`src/rtl/dnn_ctrl_pkg.sv`:
```
// Shared types and elaboration helpers for the junction cycle controller.
package dnn_ctrl_pkg;

  typedef enum logic [1:0] {IDLE, RUN, DRAIN} jc_state_t;

  // Cycles needed to stream one sample through a junction.
  function automatic int unsigned cpc(input int unsigned p, input int unsigned fo,
                                      input int unsigned z);
    return (p * fo) / z;
  endfunction

  function automatic int unsigned addr_w(input int unsigned n);
    return (n < 2) ? 1 : $clog2(n);
  endfunction

  localparam int unsigned DefaultCpc = 4;
  localparam int unsigned DefaultAw  = addr_w(DefaultCpc);

endpackage

```
`src/rtl/junction_cycle_ctrl_if.sv`:
```
// Sample handshake plus memory-side control bundle of one junction controller.
interface junction_cycle_ctrl_if #(
  parameter int unsigned AW    = 2,
  parameter int unsigned ETA_W = 4,
  parameter int unsigned CNT_W = 16
);
  logic             in_valid;
  logic             in_ready;
  logic [ETA_W-1:0] etapos_cfg;
  logic             rd_en;
  logic [AW-1:0]    rd_addr;
  logic [AW-1:0]    cycle_idx;
  logic             wr_en;
  logic [AW-1:0]    wr_addr;
  logic [ETA_W-1:0] etapos;
  logic             sample_done;
  logic             busy;
  logic [CNT_W-1:0] sample_cnt;

  modport master (
    input  in_valid, etapos_cfg,
    output in_ready, rd_en, rd_addr, cycle_idx, wr_en, wr_addr, etapos, sample_done, busy,
           sample_cnt
  );

  modport slave (
    output in_valid, etapos_cfg,
    input  in_ready, rd_en, rd_addr, cycle_idx, wr_en, wr_addr, etapos, sample_done, busy,
           sample_cnt
  );
endinterface

```
`src/rtl/wb_delay_line.sv`:
```
// Valid-tagged shift register; reset clears only the valid bits.
module wb_delay_line #(
  parameter int unsigned DEPTH = 2,
  parameter int unsigned W     = 8
) (
  input  logic         clk,
  input  logic         reset,
  input  logic         in_valid,
  input  logic [W-1:0] in_data,
  output logic         out_valid,
  output logic [W-1:0] out_data,
  output logic         pending
);

  logic [DEPTH-1:0] valid_q;
  logic [W-1:0]     data_q [DEPTH];

  always_ff @(posedge clk) begin
    if (reset) begin
      valid_q <= '0;
    end else begin
      valid_q[0] <= in_valid;
      for (int i = 1; i < int'(DEPTH); i++) begin
        valid_q[i] <= valid_q[i-1];
      end
    end
  end

  always_ff @(posedge clk) begin
    data_q[0] <= in_data;
    for (int i = 1; i < int'(DEPTH); i++) begin
      data_q[i] <= data_q[i-1];
    end
  end

  // Entries still upstream of the output stage.
  always_comb begin
    pending = 1'b0;
    for (int i = 0; i < int'(DEPTH) - 1; i++) begin
      pending = pending | valid_q[i];
    end
  end

  assign out_valid = valid_q[DEPTH-1];
  assign out_data  = data_q[DEPTH-1];

endmodule

```
`src/rtl/junction_cycle_ctrl.sv`:
```
// Per-sample cycle sequencer for one layer junction: memory read stepping plus
// a delayed write-back stream aligned with the update processor output.
module junction_cycle_ctrl
  import dnn_ctrl_pkg::*;
#(
  parameter int unsigned p        = 16,
  parameter int unsigned fo       = 2,
  parameter int unsigned z        = 8,
  parameter int unsigned RD_LAT   = 1,
  parameter int unsigned PROC_LAT = 1,
  parameter int unsigned ETA_W    = 4,
  parameter int unsigned CNT_W    = 16
) (
  input  logic                  clk,
  input  logic                  reset,
  junction_cycle_ctrl_if.master bus
);

  localparam int unsigned CPC    = cpc(p, fo, z);
  localparam int unsigned AW     = addr_w(CPC);
  localparam int unsigned WB_LAT = RD_LAT + PROC_LAT;
  localparam int unsigned WbW    = 1 + AW + ETA_W;
  localparam logic [AW-1:0] LastIdx = AW'(CPC - 1);

  // A weight row is rewritten before it is read again only if WB_LAT < CPC.
  if (WB_LAT >= CPC || CPC < 2) begin : g_bad_latency
    $error("junction_cycle_ctrl: need CPC >= 2 and WB_LAT < CPC (WB_LAT=%0d CPC=%0d)",
           WB_LAT, CPC);
  end
  if ((p * fo) % z != 0) begin : g_bad_ratio
    $error("junction_cycle_ctrl: p*fo (%0d) is not a multiple of z (%0d)", p * fo, z);
  end

  jc_state_t        state_q;
  logic [AW-1:0]    cyc_q;
  logic [ETA_W-1:0] eta_q;
  logic [CNT_W-1:0] cnt_q;

  logic             run;
  logic             run_last;
  logic [WbW-1:0]   wb_in;
  logic [WbW-1:0]   wb_out;
  logic             wb_valid;
  logic             wb_pending;
  logic             wb_last;
  logic [AW-1:0]    wb_addr;
  logic [ETA_W-1:0] wb_eta;

  assign run      = (state_q == RUN);
  assign run_last = run && (cyc_q == LastIdx);
  assign wb_in    = {run_last, cyc_q, eta_q};
  assign {wb_last, wb_addr, wb_eta} = wb_out;

  wb_delay_line #(
    .DEPTH(WB_LAT),
    .W    (WbW)
  ) u_wb (
    .clk      (clk),
    .reset    (reset),
    .in_valid (run),
    .in_data  (wb_in),
    .out_valid(wb_valid),
    .out_data (wb_out),
    .pending  (wb_pending)
  );

  always_ff @(posedge clk) begin
    if (reset) begin
      state_q <= IDLE;
      cyc_q   <= '0;
      eta_q   <= '0;
      cnt_q   <= '0;
    end else begin
      if (wb_valid && wb_last) begin
        cnt_q <= cnt_q + CNT_W'(1);
      end
      unique case (state_q)
        IDLE: begin
          if (bus.in_valid) begin
            state_q <= RUN;
            cyc_q   <= '0;
            eta_q   <= bus.etapos_cfg;
          end
        end
        RUN: begin
          if (cyc_q == LastIdx) begin
            cyc_q <= '0;
            if (bus.in_valid) begin
              eta_q <= bus.etapos_cfg;
            end else begin
              state_q <= DRAIN;
            end
          end else begin
            cyc_q <= cyc_q + AW'(1);
          end
        end
        DRAIN: begin
          if (bus.in_valid) begin
            state_q <= RUN;
            cyc_q   <= '0;
            eta_q   <= bus.etapos_cfg;
          end else if (!wb_pending) begin
            // Only the output stage may still hold a write; it retires this cycle.
            state_q <= IDLE;
          end
        end
        default: state_q <= IDLE;
      endcase
    end
  end

  always_comb begin
    bus.in_ready    = (state_q == IDLE) || (state_q == DRAIN) || run_last;
    bus.rd_en       = run;
    bus.rd_addr     = cyc_q;
    bus.cycle_idx   = cyc_q;
    bus.wr_en       = wb_valid;
    bus.wr_addr     = wb_valid ? wb_addr : '0;
    bus.etapos      = wb_valid ? wb_eta : '0;
    bus.sample_done = wb_valid && wb_last;
    bus.busy        = (state_q != IDLE) || wb_pending || wb_valid;
    bus.sample_cnt  = cnt_q;
  end

endmodule
```
`src/flat_wrapper.sv`:
```
// flat-port wrapper written by rule: the top's interface ports become plain ports
module junction_cycle_ctrl_flat import dnn_ctrl_pkg::*;
#(
  parameter int unsigned p        = 16,
  parameter int unsigned fo       = 2,
  parameter int unsigned z        = 8,
  parameter int unsigned RD_LAT   = 1,
  parameter int unsigned PROC_LAT = 1,
  parameter int unsigned ETA_W    = 4,
  parameter int unsigned CNT_W    = 16
)
  (clk, reset, bus_in_valid, bus_etapos_cfg, bus_in_ready, bus_rd_en, bus_rd_addr, bus_cycle_idx, bus_wr_en, bus_wr_addr, bus_etapos, bus_sample_done, bus_busy, bus_sample_cnt);
  junction_cycle_ctrl_if #(.ETA_W(ETA_W), .CNT_W(CNT_W)) bus_i ();
  input  logic clk;
  input  logic reset;
  input wire logic [$bits(bus_i.in_valid)-1:0] bus_in_valid;
  input wire logic [$bits(bus_i.etapos_cfg)-1:0] bus_etapos_cfg;
  output wire logic [$bits(bus_i.in_ready)-1:0] bus_in_ready;
  output wire logic [$bits(bus_i.rd_en)-1:0] bus_rd_en;
  output wire logic [$bits(bus_i.rd_addr)-1:0] bus_rd_addr;
  output wire logic [$bits(bus_i.cycle_idx)-1:0] bus_cycle_idx;
  output wire logic [$bits(bus_i.wr_en)-1:0] bus_wr_en;
  output wire logic [$bits(bus_i.wr_addr)-1:0] bus_wr_addr;
  output wire logic [$bits(bus_i.etapos)-1:0] bus_etapos;
  output wire logic [$bits(bus_i.sample_done)-1:0] bus_sample_done;
  output wire logic [$bits(bus_i.busy)-1:0] bus_busy;
  output wire logic [$bits(bus_i.sample_cnt)-1:0] bus_sample_cnt;
  assign bus_i.in_valid = bus_in_valid;
  assign bus_i.etapos_cfg = bus_etapos_cfg;
  assign bus_in_ready = bus_i.in_ready;
  assign bus_rd_en = bus_i.rd_en;
  assign bus_rd_addr = bus_i.rd_addr;
  assign bus_cycle_idx = bus_i.cycle_idx;
  assign bus_wr_en = bus_i.wr_en;
  assign bus_wr_addr = bus_i.wr_addr;
  assign bus_etapos = bus_i.etapos;
  assign bus_sample_done = bus_i.sample_done;
  assign bus_busy = bus_i.busy;
  assign bus_sample_cnt = bus_i.sample_cnt;
  junction_cycle_ctrl #(.p(p), .fo(fo), .z(z), .RD_LAT(RD_LAT), .PROC_LAT(PROC_LAT), .ETA_W(ETA_W), .CNT_W(CNT_W)) u_core (.clk(clk), .reset(reset), .bus(bus_i));
endmodule
```
`config.mk`:
```
export PLATFORM = sky130hd
export DESIGN_NAME = junction_cycle_ctrl_flat
export DESIGN_NICKNAME = d
export VERILOG_FILES = /design/src/rtl/dnn_ctrl_pkg.sv /design/src/rtl/junction_cycle_ctrl_if.sv /design/src/rtl/wb_delay_line.sv /design/src/rtl/junction_cycle_ctrl.sv /design/src/flat_wrapper.sv
export SDC_FILE = /design/constraint.sdc
export NUM_CORES = 1
export LEC_CHECK = 0
export CORE_MARGIN = 5
export CORE_UTILIZATION = 45
export CTS_CLUSTER_SIZE = 28
export DETAILED_ROUTE_END_ITERATION = 12
export MAX_ROUTING_LAYER = met4
export PLACE_DENSITY = 0.74
export SYNTH_ARGS = -nofsm -noshare
export SYNTH_HDL_FRONTEND = slang
export SYNTH_HIERARCHICAL = 1
export SYNTH_SLANG_ARGS = --single-unit
export TNS_END_PERCENT = 1
```
`constraint.sdc`:
```
create_clock -name clk -period 3.9 [get_ports clk]
set_input_delay 0.39 -clock clk [delete_from_list [all_inputs] [get_ports clk]]
set_output_delay 0.39 -clock clk [all_outputs]
set_load 0.02 [all_outputs]
```
==> key figures <==
Outcome
  • Outcome: finished clean

Critical path
  • R2R Path Start: u_core/bus.sample_cnt[4]
  • Worst setup SP type: register
  • Worst EP required: 3.51 ns
  • Critical path arrival: 1.92 ns
  • Worst Path Max Fanout: 11
  • Worst Setup End Kind: output port
  • R2R cell count: 4
  • Reg-to-reg critical path endpoint: u_core/bus.sample_cnt[15]
  • Critical path class: reg -> out
  • R2R setup slack: 2.14 ns

Yosys
  • Register area share after synthesis: 53.2%
  • Syn nets: 162
  • Top cell type's share of synthesized area: 53.2%
  • Mapped Area: about 1500 um^2
  • Cell taking the most area after synthesis: dfxtp_1
  • Syn avg cell area: between 9 and 10 um^2
  • Synthesized instance count: 153
  • Yosys reg bits: 40
  • YS warnings: 6
  • Distinct cells, synth: 35
  • Top area cells in the synthesized netlist: dfxtp_1 (53%), nor2_1 (4.7%), buf_4 (4.5%)

Power and ir drop
  • Reg power frac: 64.8%
  • Sw power: 150 uW
  • Int Power: 509 uW
  • Pleak: 0.000674 uW
  • Pwr/cell area: between 300 and 400 nW/um^2
  • Logic pwr share: 6.5%
  • Peak supply drop: about 0.19 mV
  • Sw Ratio: a little under a quarter
  • Clk pwr share: 28.7%

Clocking
  • TritonCTS clock tree: built
  • Root Driver: clkbuf_4
  • Post-CTS setup buffers: 0
  • Clock sink total: 40
  • Max Root-Sink Buffers: 2
  • Clock buffers created by TritonCTS: 5
  • Clock Pin Slew Worst Setup and Hold Paths: ~0.1 ns
  • Worst-Skew Late Latency: approximately 0.34 ns
  • Number of hold buffers added after cts: 0
  • Htree depth: 2
  • Cts repair resizes: 0

Job
  • Maxcap violations: 0

Min path
  • Hold path startpoint: u_core/u_wb/data_q[0][5]
  • Worst Hold Path Cells: 0
  • Worst hold path type: reg -> reg
  • Hold Path Sink: u_core/u_wb/data_q[0][12]

Floorplan
  • Initial Util: 45.8%
  • Chip width: 67.8 um
  • Site Rows: 21
  • DIE HEIGHT: 67.8 um
  • Die Area: approximately 4600 um^2
  • Core area: 3280 um^2
  • IO Pins: 38

Global route
  • GR Overflow Total: 0
  • Total global routing track utilization: 14.8%
  • First-pass GRT wire length: 4.99 mm
  • Initial antenna violation count: 0
  • Pin count of the biggest net entering global routing: 27
  • Vias in the first global route: 1132

Detailed routing
  • Final ANT Viol Nets: 0
  • Final WL: ~3.0 mm
  • DRC Markers: 0
  • Drt pass-1 iters: 4
  • Vias: 1107
  • Initial DRC Count: 44
  • DR vias/cell: 4.86
  • DR WL/cell: 13.1 um

Timing
  • Tcrit/Tclk final: 59.3%
  • Slew Limit Headroom: 36.5%
  • Slew Viols, Final: 0
  • Setup-failing EPs final: 0
  • RSZ-0062 raised after global routing: no
  • Fin. Hold Viols: 0
  • Tmin final: 2.31 ns
  • Actual slew at the worst max-slew pin: 0.950 ns
  • Fmax: 432 MHz
  • Clock Skew: 0.0103 ns
  • Final setup TNS: 0 ns

Finish
  • # nets final: ~190
  • Fraction of layout instances using a drive strength above 1: a little over a tenth
  • Non-filler cells, final: ~230
  • Fill cells: 311
  • Antenna Cells: 0
  • Area grow syn2layout: 24.9%

Placement
  • Port Buf Inserts: 37
  • Placer Congestion: 0.750
  • Placed Instances: 221
  • Post-detail-place hpwl: roughly 2.2 mm
## critical path, cell delays in order, from the launching register on
cell and delay, ns:
dfxtp_1 0.41, or4_2 0.63, clkdlybuf4s50_1 0.56
## power groups by stage
stage / clock (uW) / sequential (uW) / combinational [uW]
finish: 189 / 427 / 43.1
global route: 214 / 429 / 46.1
CTS: 198 / 427 / 43.4
detailed placement: 0 / 437 / 43.4
global placement: 0 / 436 / 42.3
floorplan: 0 / 437 / 26.2
## layout make-up
class	instances	area (um^2)	area share, %
multi-input combinational	96	598	31.8
sequential	40	801	42.6
inverter	2	7.51	0.399
timing repair buffer	37	370	19.7
clock inverter	1	5.00	0.266
clock buffer	6	41.3	2.20
tap	46	57.6	3.06
## registers in the layout (all words and copies together) (netlist names)
register / cells
u_core/bus.sample_cnt: 16
u_core/bus.cycle_idx: 2
u_core/u_wb/valid_q: 2
u_core/state_q: 2
u_core/eta_q: 4
u_core/u_wb/data_q: 14
## cells by family (layout without fill, tap and decap cells)
kind of cell    Yosys count  after routing  share of synthesized area [%]
simple gates             63             63                           22.9
flops                    40             40                           53.2
buf+inv                  17             46                           7.06
compound gates           16             16                           6.07
xor+xnor                 10             10                           5.82
mux                       5              5                           3.33
fa+ha+maj                 2              2                           1.66
## cells in the mapped netlist, drive strengths merged
cell type   n
ha          2
and4        3
nor3b       1
clkbuf      5
dfxtp      40
inv         2
nand3       4
or3         4
xor2        7
o31ai       1
xnor2       3
nand4       4
nand2      10
nand2b      1
a21oi       6
or4         2
buf        10
or2         1
o21ai       5
nor3        3
a21boi      1
a31oi       1
nor4        1
and3        1
a22oi       2
and2        7
nor2       19
nor2b       2
mux2i       5
## worst max-delay path by stage
stage | slack, ns | start | cells after the start | to
4_1_cts | 1.55 | u_core/u_wb/valid_q[1] | 2 | bus_busy
5_1_grt | 1.49 | u_core/u_wb/valid_q[1] | 2 | bus_busy
6_report | 1.59 | u_core/u_wb/valid_q[1] | 2 | bus_busy
2_1_floorplan | 2.22 | u_core/bus.sample_cnt[3] | 5 | u_core/bus.sample_cnt[15]
3_3_place_gp | 1.95 | u_core/u_wb/valid_q[1] | 2 | bus_busy
3_5_place_dp | 1.94 | u_core/u_wb/valid_q[1] | 2 | bus_busy
## stage by stage
stage               power, uW  hold WS [ns]  utilization, %  area (um^2)  setup slack [ns]
CTS                       669         0.340            57.3         1880              1.55
floorplan                 463         0.310               -         1510              2.22
global placement          478         0.311            55.8         1830              1.95
finish                    659         0.336            57.3         1880              1.59
global route              690         0.344            57.3         1880              1.49
detailed placement        480         0.312            55.8         1830              1.94
## per-layer routing
metal / vias to the layer above / GRT usage (%) / wire length (um)
met5: - / - / 0
met4: 0 / 6.70 / 47
met3: 5 / 3.45 / 102
met2: 22 / 25.3 / 1520
met1: 513 / 16.4 / 1310
li1: 567 / - / -
## placed cells by master, fill, tap and decap left out, types with 2 or more instances in the layout
cell type	n
nand3_1	3
nor2_1	19
nor2b_1	2
nor3_1	3
clkbuf_4	5
xor2_1	7
inv_1	2
a22oi_1	2
nand4_1	4
and2_2	7
clkdlybuf4s50_1	37
a21oi_1	6
nand2_1	10
o21ai_0	5
xnor2_1	3
ha_1	2
or3_2	3
mux2i_1	5
and4_1	2
dfxtp_1	40
(Power assumes the default switching activity.)
==> RTL change 1: new RTL, same settings <==
Re-encode `jc_state_t` (3 states) as one-hot, 3 bits wide.
--- a/src/rtl/dnn_ctrl_pkg.sv
+++ b/src/rtl/dnn_ctrl_pkg.sv
@@ -1,7 +1,7 @@
 // Shared types and elaboration helpers for the junction cycle controller.
 package dnn_ctrl_pkg;
 
-  typedef enum logic [1:0] {IDLE, RUN, DRAIN} jc_state_t;
+  typedef enum logic [2:0] {IDLE = 3'b001, RUN = 3'b010, DRAIN = 3'b100} jc_state_t;
 
   // Cycles needed to stream one sample through a junction.
   function automatic int unsigned cpc(input int unsigned p, input int unsigned fo,
Formal check against the unedited RTL: same outputs for any inputs over 10 cycles, from zero or initial values and one cycle with reset high; not proved beyond that.
==> RTL change 1 against the unedited design <==
  * First-iteration DRC count grew 77%
  * Routed wire length grew 6.6%
  * Setup slack lost 0.16 ns
  * Synthesized area grew 12%
  * Final area grew 12%
  * Sequential cell count grew 1
  * Register-to-register slack gained 0.13 ns
  * Combinational power grew 2%
  * Via count grew 11%
  * Total power grew 16%
  * Highest routed layer unchanged
==> RTL change 1: results (changes against the unedited design) <==
- Post-synth ARST share: 0% (unchanged)
- Routed wire length on met2: 1510 um (-0.53%)
- Placed instance area: 2020 um^2 (+9.9%)
- H-tree depth: 2 (unchanged)
- Root buffer cell: clkbuf_8
- Worst R2R Setup Slack: 2.27 ns (+0.13 ns)
- Setup Skew: 0.00500 ns (-0.00533 ns)
- Max Slew Vio Count: 0 (unchanged)
- Diode count: 0 (unchanged)
- Global-route wire length before repair: 5460 um (+9.5%)
- Starting DRT DRC Count: 78 (+77%)
- Largest stage delay on the critical path: 0.59 ns (-0.04 ns)
- DR WL met3: 159 um (+56%)
- Run status: finished, final reports clean
- Clk pin slew, worst setup/hold paths: 0.08 ns (-0.02 ns)
- Placed insts: 240 (+8.6%)
- Met1 Routed Length: 1470 um (+12%)
- Max FFs per register: 16 (unchanged)
- Routability cong.: 0.812 (+8.3%)
- R2r endpoint: u_core/eta_q[1]
- Clock tree buffer depth: 2 (unchanged)
- Syn Area/Cell: 9.84 um^2 (about the same)
- Grt met3 use: 4.40% (+0.96 points)
- Vias: 1,231 (+11%)
- Nets: 208 (+8.9%)
- Initial antenna violation count: 0 (unchanged)
- Slowest stage cell on the critical path: clkdlybuf4s50_1
- Routed len/inst: 12.8 um (-2.0%)
- Total wire length: 3180 um (+6.6%)
- Post-synth top cells: dfxtp_1 (41), nor2_1 (22), buf_4 (9)
- Met2 Use GR: 21.0% (-4.3 points)
- Top Metal Used: met4
- Syn_nets: 180 (+11%)
- Met1 usage: 16.9% (+0.49 points)
- Worst R2R Path Depth: 5 (+1)
- Peak supply drop: 0.000217 V (+13%)
- GRT Overall Usage: 13.9% (-0.88 points)
- Hold EP: u_core/u_wb/data_q[0][11]
- Worst hold path type: flop to flop
- P_leak: 0.760 nW (+13%)
- Clk Latency, worst-skew pair: 0.29 ns (-0.05 ns)
- Worst R2R Start: u_core/bus.cycle_idx[0]
- Sequential share of the synthesized area: 48.8% (-4.4 points)
- Yosys warns: 6 (unchanged)
- Top post-synthesis cells by area: dfxtp_1 (49%), nor2_1 (4.9%), xnor2_1 (4.2%), buf_4 (4.0%), and2_1 (2.6%)
- DP Wirelength: 2260 um (+4.2%)
- HP Start: u_core/u_wb/data_q[0][4]
- Dominant synthesized flop cell: dfxtp_1
- Yosys cell types: 39 (+11%)
- Crit Path Max Fanout: 12 (+1)
- End of the critical path: bus_in_ready
- Fillers: 326 (+4.8%)
- Worst path arrival time: 2.08 ns (+0.16 ns)
- Largest net degree at the start of global routing: 29 (+7.4%)
- Crit path launch: u_core/state_q[2]
- Share of post-route cells with drive strength above 1: 7.50% (-2.9 points)
- Tightest Pin Transition: 0.986 ns (+0.0360 ns)
[RTL change 1: cell count changes after synthesis, moves of 4 or more]
cell      unedited run  this run
and2_1               0         7
nand2b_1             1         5
and2_2               7         0
xnor2_1              3         8
[RTL change 1: where the power goes]
group	total (mW)	leakage, nW	internal [mW]	switching [mW]
registers	0.436	0.333	0.429	0.00718
clock network	0.285	0.0452	0.130	0.155
logic	0.0441	0.382	0.0229	0.0212
total	0.766	0.760	0.582	0.183
[RTL change 1: logic make-up (layout without fill, tap and decap cells)]
logic type	Yosys count	count (layout)	share of synthesized area, %
flip-flops	41	41	48.8
AND/OR/NAND/NOR	79	79	28.4
adder cells (fa/ha/maj)	2	2	1.49
buffers and inverters	17	46	6.02
multiplexers	5	5	3.05
XOR/XNOR	12	12	6.25
AO/OA/AOI/OAI	15	15	6.02
[RTL change 1: per-stage QoR]
| step | utilization, % | hold WS [ns] | worst slack (ns) |
|---|---|---|---|
| finish | 58.1 | 0.333 | 1.43 |
| global route | 58.1 | 0.342 | 1.31 |
| CTS | 58.1 | 0.333 | 1.41 |
| detailed placement | 55.5 | 0.316 | 1.76 |
| global placement | 55.5 | 0.310 | 1.81 |
| floorplan | - | 0.310 | 2.22 |
[RTL change 1: worst max-delay path, delay by kind of cell (launching register included)]
family	cells	cell delay, ns
buffers and inverters	1	0.59
flip-flops	1	0.58
AND/OR/NAND/NOR	2	0.62
[RTL change 1: area by class of cell]
| class | instances | area [um^2] | area share [%] |
|---|---|---|---|
| Timing Repair Buffer | 37 | 370 | 17.6 |
| Inverter | 1 | 3.75 | 0.178 |
| Tap cell | 48 | 60.1 | 2.85 |
| Clock buffer | 5 | 68.8 | 3.26 |
| Multi-Input combinational cell | 113 | 761 | 36.1 |
| Sequential cell | 41 | 821 | 38.9 |
| Clock inverter | 3 | 25.0 | 1.19 |
==> RTL change 2: new RTL, config.mk and constraints unchanged <==
Without the edit above. Make the reset (`reset`) asynchronous in 2 clocked blocks.
--- a/src/rtl/wb_delay_line.sv
+++ b/src/rtl/wb_delay_line.sv
@@ -15,7 +15,7 @@
   logic [DEPTH-1:0] valid_q;
   logic [W-1:0]     data_q [DEPTH];
 
-  always_ff @(posedge clk) begin
+  always_ff @(posedge clk or posedge reset) begin
     if (reset) begin
       valid_q <= '0;
     end else begin
--- a/src/rtl/junction_cycle_ctrl.sv
+++ b/src/rtl/junction_cycle_ctrl.sv
@@ -64,7 +64,7 @@
     .pending  (wb_pending)
   );
 
-  always_ff @(posedge clk) begin
+  always_ff @(posedge clk or posedge reset) begin
     if (reset) begin
       state_q <= IDLE;
       cyc_q   <= '0;
Formal check against the unedited RTL: differs if reset is asserted again (counterexample within 4 cycles, from zero or initial values and one cycle with reset high); with reset held inactive, the same outputs for 10 cycles.
==> RTL change 2 against the unedited design <==
  * Setup slack worse by 0.14 ns
  * Routed wire length down 8.7%
  * Synthesized area about the same
  * Sequential cell count unchanged
  * Clock skew about the same
  * Final area up 4.1%
  * Global-route usage down 1.1 points
  * Count of clock-buffer cells in the layout up 1
  * Die area about the same
  * Critical path type unchanged
  * Critical endpoint unchanged
  * Highest routed layer unchanged
Power is not compared: it rests on default switching activity, and its combinational part moved more than twofold at a synthesized area within 25%.
==> RTL change 2: results (changes against the unedited design) <==
- CTS buffer count: 5 (unchanged)
- Largest net degree at the start of global routing: 25 (-7.4%)
- DP Wirelength: 2030 um (-6.5%)
- Root buffer cell: clkbuf_4
- Relative slew slack: 40.5% (+4.0 points)
- Drt pass-1 iters: 6 (+2)
- Nets: 164 (-14%)
- Syn_nets: 130 (-20%)
- Initial antenna violation count: 0 (unchanged)
- Setup Skew: 0.0104 ns (+0.0000162 ns)
- Sequential fraction of design power: 43.8%
- Fillers: 270 (-13%)
- Yosys warns: 6 (unchanged)
- Combinational power share: 36.1%
- Post-synth top cells: dfrtp_1 (26), dfxtp_1 (14), xnor2_1 (11)
- Clk pin slew, worst setup/hold paths: 0.11 ns
- Starting DRT DRC Count: 28 (-36%)
- Flop+latch power: 0.645 mW
- Hold buffer count at cts: 0 (unchanged)
- Placed instance area: 1860 um^2 (+1.5%)
- Slowest stage cell on the critical path: or4_2
- Sequential share of the synthesized area: 61.8% (+8.6 points)
- Share of post-route cells with drive strength above 1: 15.4% (+4.9 points)
- Worst path arrival time: 2.07 ns (+0.15 ns)
- Max FFs per register: 16 (unchanged)
- Global-route wire length before repair: 4490 um (-10%)
- Worst hold path type: input pin to asynchronous set/reset pin
- Yosys cell types: 29 (-17%)
- Vias per cell: 4.72 (-2.7%)
- Crit Path Max Fanout: 8 (-3)
- Run status: finished, final reports clean
- Dominant synthesized flop cell: dfrtp_1
- P_leak: slightly below 0.9 nW
- Routed len/inst: 13.5 um (+3.1%)
- Diode count: 0 (unchanged)
- H-tree depth: 2 (unchanged)
- Routability cong.: 0.793 (+5.8%)
- Setup Fix Bufs, Post-CTS: 0 (unchanged)
- Largest stage delay on the critical path: 0.67 ns (+0.04 ns)
- Post-CTS Resized: 0 (unchanged)
- Setup WS pre-CTS: 1.82 ns (-0.114 ns)
- GRT Overall Usage: 13.7% (-1.1 points)
- Vias in the first global route: 1,004 (-11%)
- Peak supply drop: 0.000440 V
- Grt total ovfl: 0 (unchanged)
- Post-synth ARST share: 65.0% (+65 points)
- Top post-synthesis cells by area: dfrtp_1 (43%), dfxtp_1 (19%), xnor2_1 (6.4%), buf_4 (4.5%), mux2_2 (3.7%)
- Clk Latency, worst-skew pair: 0.34 ns (about the same)
- Sw Share: 32.4%
[RTL change 2: cell types whose count changed after synthesis, moves of 4 or more]
| cell | before | now |
|---|---|---|
| a21oi_1 | 6 | 2 |
| nor2_1 | 19 | 6 |
| inv_1 | 2 | 6 |
| xnor2_1 | 3 | 11 |
| dfrtp_1 | 0 | 26 |
| o21ai_0 | 5 | 1 |
| nand2_1 | 10 | 5 |
| mux2_2 | 0 | 5 |
| mux2i_1 | 5 | 1 |
| clkbuf_1 | 4 | 0 |
| dfxtp_1 | 40 | 14 |
[RTL change 2: cell type report]
type	count	area (um^2)	area share [%]
Sequential cell	40	931	47.6
Multi-Input combinational cell	65	480	24.6
Timing Repair Buffer	37	370	18.9
Clock buffer	7	65.1	3.32
Tap cell	46	57.6	2.94
Clock inverter	1	30.0	1.53
Inverter	6	22.5	1.15
[RTL change 2: path summary, 6_finish.rpt]
check | cells past startpoint | slack, ns | startpoint | to
worst max-delay path | 2 | 1.44 | u_core/state_q[1] | bus_busy
worst min-delay path | 2 | 0.23 | reset | u_core/u_wb/valid_q[0]
worst max register to register | 5 | 2.22 | u_core/bus.cycle_idx[1] | u_core/eta_q[0]
min in group clk | 0 | 0.34 | u_core/u_wb/data_q[0][6] | u_core/u_wb/data_q[0][13]
max in group asynchronous | 2 | 2.76 | reset | u_core/bus.sample_cnt[6]
worst min register to register | 0 | 0.34 | u_core/u_wb/data_q[0][6] | u_core/u_wb/data_q[0][13]
[RTL change 2: critical path: cells and delay by family, from the launching register on]
family / cells / cell delay (ns)
buffers and inverters: 1 / 0.56
flip-flops: 1 / 0.50
AND/OR/NAND/NOR: 1 / 0.67
[RTL change 2: metrics by stage]
| step | std cells | utilization (%) | hold slack (ns) |
|---|---|---|---|
| after floorplan | 121 | - | 0.131 |
| after global placement | 194 | 56.7 | 0.311 |
| after detailed placement | 194 | 56.7 | 0.317 |
| after CTS | 202 | 59.6 | 0.218 |
| after global routing | 202 | 59.6 | 0.227 |
| final | 202 | 59.6 | 0.233 |
[RTL change 2: kinds of logic (layout without fill, tap and decap cells)]
group / after synthesis / after routing / share of synthesized area, %
multiplexers: 6 / 6 / 4.40
buffers and inverters: 16 / 51 / 6.31
XOR/XNOR: 15 / 15 / 8.72
AND/OR/NAND/NOR: 35 / 35 / 14.0
flip-flops: 40 / 40 / 61.8
adder cells (fa/ha/maj): 2 / 2 / 1.66
AO/OA/AOI/OAI: 7 / 7 / 3.07
[RTL change 2: layer usage]
layer | vias up | track usage [%] | share of wire [%]
met3 | 4 | 4.76 | 4.8
met4 | 0 | 7.20 | 1.5
met2 | 29 | 21.4 | 51
li1 | 457 | - | -
met5 | - | - | 0
met1 | 464 | 15.5 | 43
